**src/rtl/fpu_req_arbiter.sv**
```systemverilog
// fpu_req_arbiter: round-robin sharing of one FPU among NREQ requesters with timeout watchdog
module fpu_req_arbiter #(
  parameter int NREQ = 4,
  parameter int TIMEOUT = 64,
  parameter logic [31:0] ERR_VAL = 32'h7FC0_0000
) (
  input  logic                 clk,
  input  logic                 rst,
  input  logic [NREQ-1:0]      req_valid,
  output logic [NREQ-1:0]      req_ready,
  input  logic [4*NREQ-1:0]    req_cmd,
  input  logic [32*NREQ-1:0]   req_din1,
  input  logic [32*NREQ-1:0]   req_din2,
  output logic [NREQ-1:0]      rsp_valid,
  input  logic [NREQ-1:0]      rsp_ready,
  output logic [31:0]          rsp_result,
  output logic                 rsp_err,
  output logic [3:0]           fpu_cmd,
  output logic [31:0]          fpu_din1,
  output logic [31:0]          fpu_din2,
  output logic                 fpu_dval,
  input  logic [31:0]          fpu_result,
  input  logic                 fpu_rdy,
  output logic                 busy
);
  localparam int IW = $clog2(NREQ);
  localparam int TW = $clog2(TIMEOUT) + 1;
  typedef enum logic [1:0] {IDLE, ISSUE, WAIT, RESP} state_t;
  state_t state, nxt;
  logic [IW-1:0] rr_ptr, g, win, idx;
  logic [TW-1:0] tmr;
  logic found, tmo;
  always_comb begin
    win = '0;
    idx = '0;
    found = 1'b0;
    for (int k = NREQ; k >= 1; k--) begin
      idx = IW'((int'(rr_ptr) + k) % NREQ);
      if (req_valid[idx]) begin
        win = idx;
        found = 1'b1;
      end
    end
  end
  assign tmo = tmr == TW'(TIMEOUT - 1);
  always_comb begin
    nxt = state == IDLE  ? (found ? ISSUE : IDLE) :
          state == ISSUE ? WAIT :
          state == WAIT  ? ((fpu_rdy || tmo) ? RESP : WAIT) :
                           (rsp_ready[g] ? IDLE : RESP);
  end
  assign req_ready = (state == IDLE && found) ? NREQ'(1) << win : '0;
  assign rsp_valid = state == RESP ? NREQ'(1) << g : '0;
  assign fpu_dval = state == ISSUE;
  assign busy = state != IDLE;
  always_ff @(posedge clk) begin
    if (rst) begin
      state <= IDLE;
      rr_ptr <= IW'(NREQ - 1);
      g <= '0;
      fpu_cmd <= '0;
      fpu_din1 <= '0;
      fpu_din2 <= '0;
      tmr <= '0;
      rsp_result <= '0;
      rsp_err <= 1'b0;
    end else begin
      state <= nxt;
      if (state == IDLE && found) begin
        g <= win;
        rr_ptr <= win;
        fpu_cmd <= req_cmd[{win, 2'b00} +: 4];
        fpu_din1 <= req_din1[{win, 5'b00000} +: 32];
        fpu_din2 <= req_din2[{win, 5'b00000} +: 32];
      end
      tmr <= state == WAIT ? tmr + 1'b1 : '0;
      if (state == WAIT && fpu_rdy) begin
        rsp_result <= fpu_result;
        rsp_err <= 1'b0;
      end else if (state == WAIT && tmo) begin
        rsp_result <= ERR_VAL;
        rsp_err <= 1'b1;
      end
    end
  end
endmodule

```
**config.mk**
```make
export PLATFORM = sky130hd
export DESIGN_NAME = fpu_req_arbiter
export DESIGN_NICKNAME = d
export VERILOG_FILES = /design/src/rtl/fpu_req_arbiter.sv
export SDC_FILE = /design/constraint.sdc
export NUM_CORES = 1
export LEC_CHECK = 0
export CAP_MARGIN = 20
export CORE_AREA = 5 5 163 165
export CTS_BUF_LIST = sky130_fd_sc_hd__clkbuf_16
export DETAILED_ROUTE_END_ITERATION = 8
export DIE_AREA = 0 0 168 170
export SLEW_MARGIN = 0
export SYNTH_ARGS = -nofsm -noshare
export SYNTH_HDL_FRONTEND = slang
export SYNTH_SLANG_ARGS = --single-unit
export TNS_END_PERCENT = 1
```
**constraint.sdc**
```tcl
create_clock -name clk -period 3 [get_ports clk]
set_input_delay 0.6 -clock clk [delete_from_list [all_inputs] [get_ports clk]]
set_output_delay 0.6 -clock clk [all_outputs]
set_load 0.1 [all_outputs]
```
==> results.toml, run 1 <==
[worst_setup_path]
worst_setup_path_start_kind = "primary input"
reg2reg_depth = 7
timing.rr.end = "fpu_din1[9]"
critPathCaptureType = "primary output"
arrival_ns = 2.26
crit_path_max_incr_delay_ns = 0.49
r2r_slack_ns = 0.73
worstPathRequired_ns = 2.40
worstSetupPathType = "primary input to primary output"
r2r-start = "rr_ptr[0]"
worstPathMaxFanout = 6
worst_path_max_delay_cell = "clkdlybuf4s50_1"
worstPathCellList = "clkdlybuf4s50_1 > o21a_1 > a211oi_4 > buf_4 > nand2_1 > nor2_2 > buf_12"

[placement]
dp.cells = 1341
port-buffer-count = 425
hpwl_mm = 20.63
gp_congestion = 0.8197
pre_cts_ws_ns = 0.06297

[timing]
tns_ns = 0
setup-violations-final = 0
skew_ns = 0.01035
finalWorstSetupSlack_ns = 0.1423
fin_crit_sh = 0.9526
finalHoldViolations = 0
slew_headroom = 0.4965
slew_violations = 0
fmax_mhz = 349.9
tightest_slew_ns = 0.7553
rsz0062_at_grt = "false"
fin_crit_ns = 2.858

[synth]
syn_area_sq_um = 6332
ys_types = 35
yosysWarnings = 0
ys_ff_latch = 114
synth_edf_count = 0
yosysMostFrequentCell = "mux2i_1"
yosys-top-cells-area = "dfxtp_1, mux2i_1, a221oi_2"
synth_nets = 939
ys.flop_type = "dfxtp_1"
ys_seq_area_frac = 0.3604
postSynthAreaPerCell_sq_um = 10.16
synth_common_cells = "mux2i_1, dfxtp_1, nor2_1"
synth_top_area_cell = "dfxtp_1"
netlist.area_leader.share = 0.3604
async_flop_share = 0
syn_inst = 623

[run]
drv_cap = 0

[drt]
drtIter0Drc = 230
drc_errors = 0
num_vias = 6410
antenna_left = 0
viasPerCell = 4.669
wl_mm = 26.88
route.detailed.wl_per_inst_microns = 19.57
dr.pass1.iters = 4

[hold_path]
hold_depth = 2
hold_end = "fpu_din1[27]"
hp-start = "fpu_din1[27]"
min_path_type = "register to register"

[clocking]
cts_made_buffers = 17
clk_pin_slew_ns = 0.06
cts_sinks = 114
clock_latency_ns = 0.42
post-cts-setup-buffers = 0
cts-root-buf = "clkbuf_16"
htreeDepth = 4
clockBufferDepth = 2
cts_tree = "yes"

[power_and_ir_drop]
cellPowerDensity_nw_per_um2 = 679.4
peakVddDrop_v = 0.0003198
p_leak_nw = 4.702

[finish]
regArea_sq_um = 2282
multi_input_area_sq_um = 3757
antenna_cells = 0
fin_cells = 1373
fin_util = 0.4514
drive_gt1_frac = 0.2282
final_nets = 1346
area_growth_pct = 77.44
fill_cells = 2415

[floorplanning]
die_h_microns = 170
ios = 426
std_cell_rows = 58
core_region_area_sq_um = 24890
die_x_microns = 168
start_util = 0.2544
die_area_sq_um = 28560

[outcome]
status = "finished, final reports clean"

[grt]
grt_pass1_vias = 6559
grt_pass1_wl_mm = 39.97
track_usage = 0.1799
top_usage_layer = "met2"
gr-total-overflow = 0
met2_usage = 0.3136
grt_util_met1 = 0.2117
grt_max_degree = 68
antenna_found_initial = 1
global_route.usage.met3 = 0.06504
[metrics by stage]
stage          hold slack, ns  instance area [sq um]  power [W]
2_1_floorplan          0.4299                   6340   0.004645
3_3_place_gp           0.4455                  10690   0.005781
3_5_place_dp           0.4638                  10690   0.005798
4_1_cts                0.4759                  11230   0.007758
5_1_grt                0.4909                  11240   0.007985
6_report               0.4744                  11240   0.007633
[worst max path at each step]
stage	startpoint	end	slack, ns	cells after the start
6_report	req_valid[1]	req_ready[3]	0.14	7
5_1_grt	req_valid[3]	req_ready[0]	0.04	7
4_1_cts	req_valid[1]	req_ready[0]	0.11	7
3_5_place_dp	req_valid[3]	fpu_din2[29]	0.06	8
3_3_place_gp	req_valid[3]	fpu_din2[29]	0.12	8
2_1_floorplan	req_valid[2]	req_ready[1]	-0.14	6
[per-layer routing]
layer | share of wire | vias to the layer above | routed length [microns]
li1 | - | 3143 | -
met1 | 0.40 | 3001 | 10760
met2 | 0.51 | 237 | 13690
met3 | 0.075 | 27 | 2014
met4 | 0.015 | 2 | 402
met5 | 0.00048 | - | 13
[worst max-delay path, delay by kind of cell]
family	cells	cell delay, ns
buffers and inverters	3	0.86
AO/OA/AOI/OAI	2	0.55
AND/OR/NAND/NOR	2	0.23
[cell type report]
class | count | share of cell area
Clock buffer | 17 | 0.03786
Inverter | 4 | 0.001336
Timing Repair Buffer | 445 | 0.3759
Tap cell | 330 | 0.03675
Clock inverter | 15 | 0.01058
Sequential cell | 114 | 0.2031
Multi-Input combinational cell | 448 | 0.3344
[report_power, final]
group | internal (W) | switching (W)
combinational | 0.00126 | 0.00258
sequential | 0.00174 | 0.000141
clock | 0.00108 | 0.000834
total | 0.00408 | 0.00356
[flip-flops by register name, indices dropped and copies added (netlist names)]
name / cells
fpu_din1: 32
fpu_din2: 32
rsp_result: 32
tmr: 7
fpu_cmd: 4
g: 2
rr_ptr: 2
state: 2
rsp_err: 1
[cells in the final DEF, fill, tap and decap left out, types with 2 or more instances in the layout]
cell type / instances
a221oi_1: 3
nor2_1: 58
nor3_1: 15
nand3b_1: 29
a22oi_1: 23
a211oi_4: 2
dfxtp_1: 114
a221oi_2: 36
inv_1: 3
o21bai_1: 40
clkbuf_16: 17
inv_6: 9
xor2_1: 2
and2_1: 4
nand3_1: 4
nand2b_1: 5
nand2_1: 6
buf_4: 124
clkdlybuf4s50_1: 313
a21oi_1: 6
buf_12: 8
clkinvlp_4: 2
nor2b_1: 3
o21a_1: 3
mux2_2: 29
o21ai_1: 31
mux2i_1: 136
clkinv_2: 2
[kinds of logic after synthesis]
| family | Yosys count | synth area share |
|---|---|---|
| mux | 166 | 0.2701 |
| simple gates | 130 | 0.1043 |
| compound gates | 148 | 0.2051 |
| xor+xnor | 3 | 0.004150 |
| flops | 114 | 0.3604 |
| buf+inv | 61 | 0.05394 |
| fa+ha+maj | 1 | 0.001976 |
[timing repair]
action / in CTS / in global routing
resized for setup: 0 / 1
setup endpoints to repair: 0 / 1
hold buffers: 0 / 0
Note: power is estimated with default switching activity, not from simulation.
==> run 2, diff against run 1 <==
--- a/config.mk
+++ b/config.mk
@@ -10,6 +10,7 @@
 export CTS_BUF_LIST = sky130_fd_sc_hd__clkbuf_16
 export DETAILED_ROUTE_END_ITERATION = 8
 export DIE_AREA = 0 0 168 170
+export PLACE_DENSITY = 0.58
 export SLEW_MARGIN = 0
 export SYNTH_ARGS = -nofsm -noshare
 export SYNTH_HDL_FRONTEND = slang
==> results.toml, run 2 (synthesized netlist as in run 1, its figures left out) <==
[placement]
hpwl_mm = 21.13
pre_cts_ws_ns = 0.1005
port-buffer-count = 425
dp.cells = 1344
gp_congestion = 0.8261

[worst_setup_path]
worst_setup_path_start_kind = "primary input"
worstPathMaxFanout = 6
arrival_ns = 2.29
critPathCaptureType = "primary output"
timing.rr.end = "fpu_din2[6]"
r2r-start = "rr_ptr[0]"
reg2reg_depth = 7
worstSetupPathType = "primary input to primary output"
r2r_slack_ns = 0.93
worstPathRequired_ns = 2.40

[timing]
fin_crit_sh = 0.9617
slew_headroom = 0.5059
finalWorstSetupSlack_ns = 0.1149
hold_ws_ns = 0.4654
slew_violations = 0
fin_crit_ns = 2.885
setup-violations-final = 0
finalHoldViolations = 0
rsz0062_at_grt = "false"
fmax_mhz = 346.6
skew_ns = 0.01270
tightest_slew_ns = 0.7411

[finish]
drive_gt1_frac = 0.2304
area_growth_pct = 79.31
antenna_cells = 0
fin_cells = 1376
layout_common_cells = "clkdlybuf4s50_1, mux2i_1, buf_4"
top_regs = "fpu_din1 x32, fpu_din2 x32, rsp_result x32"
final_nets = 1349
multi_input_area_sq_um = 3752
fill_cells = 2397
regArea_sq_um = 2282
mostFrequentLayoutCell = "clkdlybuf4s50_1"

[clocking]
cts_resized = 0
hold_buffers = 0
cts_tree = "yes"
post-cts-setup-buffers = 0
cts-root-buf = "clkbuf_16"
clockBufferDepth = 2
cts_sinks = 114
htreeDepth = 4
clk_pin_slew_ns = 0.06
clock_latency_ns = 0.42
cts_made_buffers = 17

[drt]
dr.pass1.iters = 4
drtIter0Drc = 240
wl_mm = 26.81
viasPerCell = 4.597
num_vias = 6325
antenna_left = 0
drc_errors = 0
route.detailed.wl_per_inst_microns = 19.49

[power_and_ir_drop]
cellPowerDensity_nw_per_um2 = 692.5
p_leak_nw = 4.760
peakVddDrop_v = 0.0002715

[run]
drv_cap = 0

[grt]
grt_pass1_wl_mm = 40.13
track_usage = 0.1799
grt_max_degree = 44
gr-total-overflow = 0
grt_pass1_vias = 6672
antenna_found_initial = 1

[hold_path]
hold_depth = 1
hp-start = "tmr[0]"
min_path_type = "register to register"
hold_end = "tmr[0]"

[floorplanning]
die_x_microns = 168
start_util = 0.2544
ios = 426
die_area_sq_um = 28560
core_region_area_sq_um = 24890
std_cell_rows = 58
die_h_microns = 170

[outcome]
status = "finished, final reports clean"
run 2: cell types whose count changed in the layout (fill, tap and decap cells not counted), sizes merged:
cell / before / now
bufinv: 0 / 2
clkinv: 3 / 2
buf: 132 / 135
clkinvlp: 2 / 1
run 2: through the flow:
step	total power [W]	instance area, sq um	utilization	setup TNS, ns
3_5_place_dp	0.005837	10750	0.4317	0
3_3_place_gp	0.005823	10750	0.4317	0
4_1_cts	0.007985	11350	0.4562	0
6_report	0.007863	11350	0.4562	0
2_1_floorplan	0.004645	6340	-	-0.3586
5_1_grt	0.008211	11350	0.4562	0
run 2: how the worst max path moves through the flow:
stage | to | startpoint | slack (ns)
after global routing | req_ready[0] | req_valid[3] | 0.04
after CTS | req_ready[0] | req_valid[3] | 0.08
after global placement | req_ready[2] | req_valid[1] | 0.13
after floorplan | req_ready[1] | req_valid[2] | -0.14
final | req_ready[2] | req_valid[1] | 0.11
after detailed placement | req_ready[0] | req_valid[3] | 0.10
run 2: area by class of cell:
type | instances | share of cell area
tap | 330 | 0.03636
clock buffer | 17 | 0.03747
clock inverter | 15 | 0.01609
inverter | 4 | 0.001322
multi-input combinational | 448 | 0.3305
sequential | 114 | 0.2010
timing repair buffer | 448 | 0.3773
run 2: layer usage:
metal	routed length, microns	global-route usage	part of all wire
met1	10890	0.2138	0.41
met2	13700	0.3173	0.51
met3	1810	0.05296	0.068
met4	393	0.04869	0.015
met5	18	0	0.00067
run 2: power breakdown:
part	switching [W]	total, W	internal, W
clock	0.000844	0.00211	0.00126
combinational	0.00260	0.00389	0.00129
sequential	0.000131	0.00187	0.00174
total	0.00357	0.00786	0.00429
run 2: worst max-delay path, stage by stage:
cell,delay [ns]
clkdlybuf4s50_1,0.56
nor3b_1,0.36
a211oi_4,0.09
buf_12,0.16
and2_2,0.17
and2_1,0.18
buf_12,0.17
==> run 3, diff against run 2 <==
--- a/config.mk
+++ b/config.mk
@@ -6,11 +6,11 @@
 export NUM_CORES = 1
 export LEC_CHECK = 0
 export CAP_MARGIN = 20
-export CORE_AREA = 5 5 163 165
+export CORE_AREA = 5 5 162 164
 export CTS_BUF_LIST = sky130_fd_sc_hd__clkbuf_16
 export DETAILED_ROUTE_END_ITERATION = 8
-export DIE_AREA = 0 0 168 170
-export PLACE_DENSITY = 0.58
+export DIE_AREA = 0 0 167 169
+export PLACE_DENSITY = 0.61
 export SLEW_MARGIN = 0
 export SYNTH_ARGS = -nofsm -noshare
 export SYNTH_HDL_FRONTEND = slang
==> constraint.sdc (replaced) <==
create_clock -name clk -period 2.58 [get_ports clk]
set_input_delay 0.516 -clock clk [delete_from_list [all_inputs] [get_ports clk]]
set_output_delay 0.516 -clock clk [all_outputs]
set_load 0.1 [all_outputs]
==> results.toml, run 3 (synthesized netlist as in run 1, its figures left out) <==
[grt]
grt_max_degree = 33
grt_pass1_vias = 6790
track_usage = 0.1835
gr-total-overflow = 0
antenna_found_initial = 0
grt_pass1_wl_mm = 40.86

[placement]
pre_cts_ws_ns = -0.2007
hpwl_mm = 21.19
port-buffer-count = 425
gp_congestion = 0.8771
placed_area_sq_um = 10920

[worst_setup_path]
r2r_slack_ns = 0.50
r2r-start = "rr_ptr[1]"
critPathCaptureType = "primary output"
worstPathRequired_ns = 2.06
critPathLaunch = "req_valid[1]"
worst_setup_path_start_kind = "primary input"
worstPathMaxFanout = 15
arrival_ns = 1.95
worstSetupPathType = "primary input to primary output"

[finish]
antenna_cells = 0
fill_cells = 2381
top_regs = "fpu_din1 x32, fpu_din2 x32, rsp_result x32"
final_area_sq_um = 11600
area_growth_pct = 83.19
final_nets = 1376
fin_util = 0.4688
mostFrequentLayoutCell = "clkdlybuf4s50_1"
layout_common_cells = "clkdlybuf4s50_1, buf_4, mux2i_1"
drive_gt1_frac = 0.2544

[drt]
drtIter0Drc = 233
dr.pass1.iters = 4
route.detailed.wl_per_inst_microns = 19.17
drc_errors = 0
viasPerCell = 4.624
wl_mm = 26.90
num_vias = 6488
antenna_left = 0

[timing]
fmax_mhz = 404.9
finalHoldViolations = 0
tns_ns = 0
fin_crit_sh = 0.9573
tightest_slew_ns = 0.4408
hold_ws_ns = 0.4718
slew_violations = 0
finalWorstSetupSlack_ns = 0.1101
skew_ns = 0.01075
rsz0062_at_grt = "false"
slew_headroom = 0.7039
setup-violations-final = 0
fin_crit_ns = 2.470

[outcome]
status = "finished, final reports clean"

[clocking]
clock_latency_ns = 0.41
clk_pin_slew_ns = 0.06
cts-root-buf = "clkbuf_16"
htreeDepth = 4
cts_tree = "yes"
cts_sinks = 114
cts_made_buffers = 17
clockBufferDepth = 2

[floorplanning]
die_x_microns = 167
start_util = 0.2559
die_area_sq_um = 28220
ios = 426
std_cell_rows = 58
die_h_microns = 169
core_region_area_sq_um = 24750

[power_and_ir_drop]
p_seq_frac = 0.234
switching_share = 0.4475
p_sw_w = 0.004186
peakVddDrop_v = 0.0003480
p_leak_nw = 4.926
cellPowerDensity_nw_per_um2 = 806.4
power.share.clock = 0.271
p_int_w = 0.005168
pwr-share-comb = 0.495

[run]
drv_cap = 0

[hold_path]
min_path_type = "register to register"
hp-start = "tmr[0]"
-- run 3: final timing paths --
path                        to  depth (start not counted)
setup reg to reg  fpu_din1[18]                          9
hold / removal          tmr[0]                          1
setup / recovery  req_ready[1]                          8
hold reg to reg         tmr[0]                          1
-- run 3: worst max-delay path: stages --
cell and delay (ns):
dlygate4sd2_1 0.30, nor3b_1 0.22, buf_4 0.15, a211oi_4 0.04, buf_4 0.14, buf_8 0.15
nor3_4 0.22, buf_12 0.20
-- run 3: metrics by stage --
stage / power, W / instances
4_1_cts: 0.009476 / 1402
5_1_grt: 0.009780 / 1403
6_report: 0.009354 / 1403
3_5_place_dp: 0.006867 / 1368
3_3_place_gp: 0.006852 / 1368
2_1_floorplan: 0.005403 / 623
-- run 3: cell type report --
type | instances | area (sq um) | area share
Sequential cell | 114 | 2282 | 0.1967
Clock buffer | 17 | 425.4 | 0.03667
Timing Repair Buffer | 475 | 4492 | 0.3872
Clock inverter | 15 | 195.2 | 0.01683
Multi-Input combinational cell | 448 | 3777 | 0.3256
Tap cell | 330 | 412.9 | 0.03559
Inverter | 4 | 15.01 | 0.001294
-- run 3: what timing repair did --
action / in CTS / in global routing
endpoints found under the setup margin: 4 / 4
hold buffers: 0 / 0
gates resized for setup: 8 / 5
buffers inserted: 2 / 1
pin swaps: 1 / 2
-- run 3: power by group through the flow --
stage          registers [W]  clock network (W)  logic (W)
2_1_floorplan        0.00393                  0    0.00148
3_3_place_gp         0.00222                  0    0.00463
3_5_place_dp         0.00223                  0    0.00464
6_report             0.00219            0.00254    0.00463
4_1_cts              0.00219            0.00262    0.00467
5_1_grt              0.00223            0.00272    0.00484
-- run 3: routing by layer --
| metal | track usage | vias to the layer above | part of all wire |
|---|---|---|---|
| met5 | 0 | - | 0 |
| met4 | 0.04269 | 0 | 0.015 |
| met3 | 0.05745 | 25 | 0.066 |
| met2 | 0.3263 | 227 | 0.51 |
| met1 | 0.2166 | 3037 | 0.41 |
| li1 | - | 3199 | - |
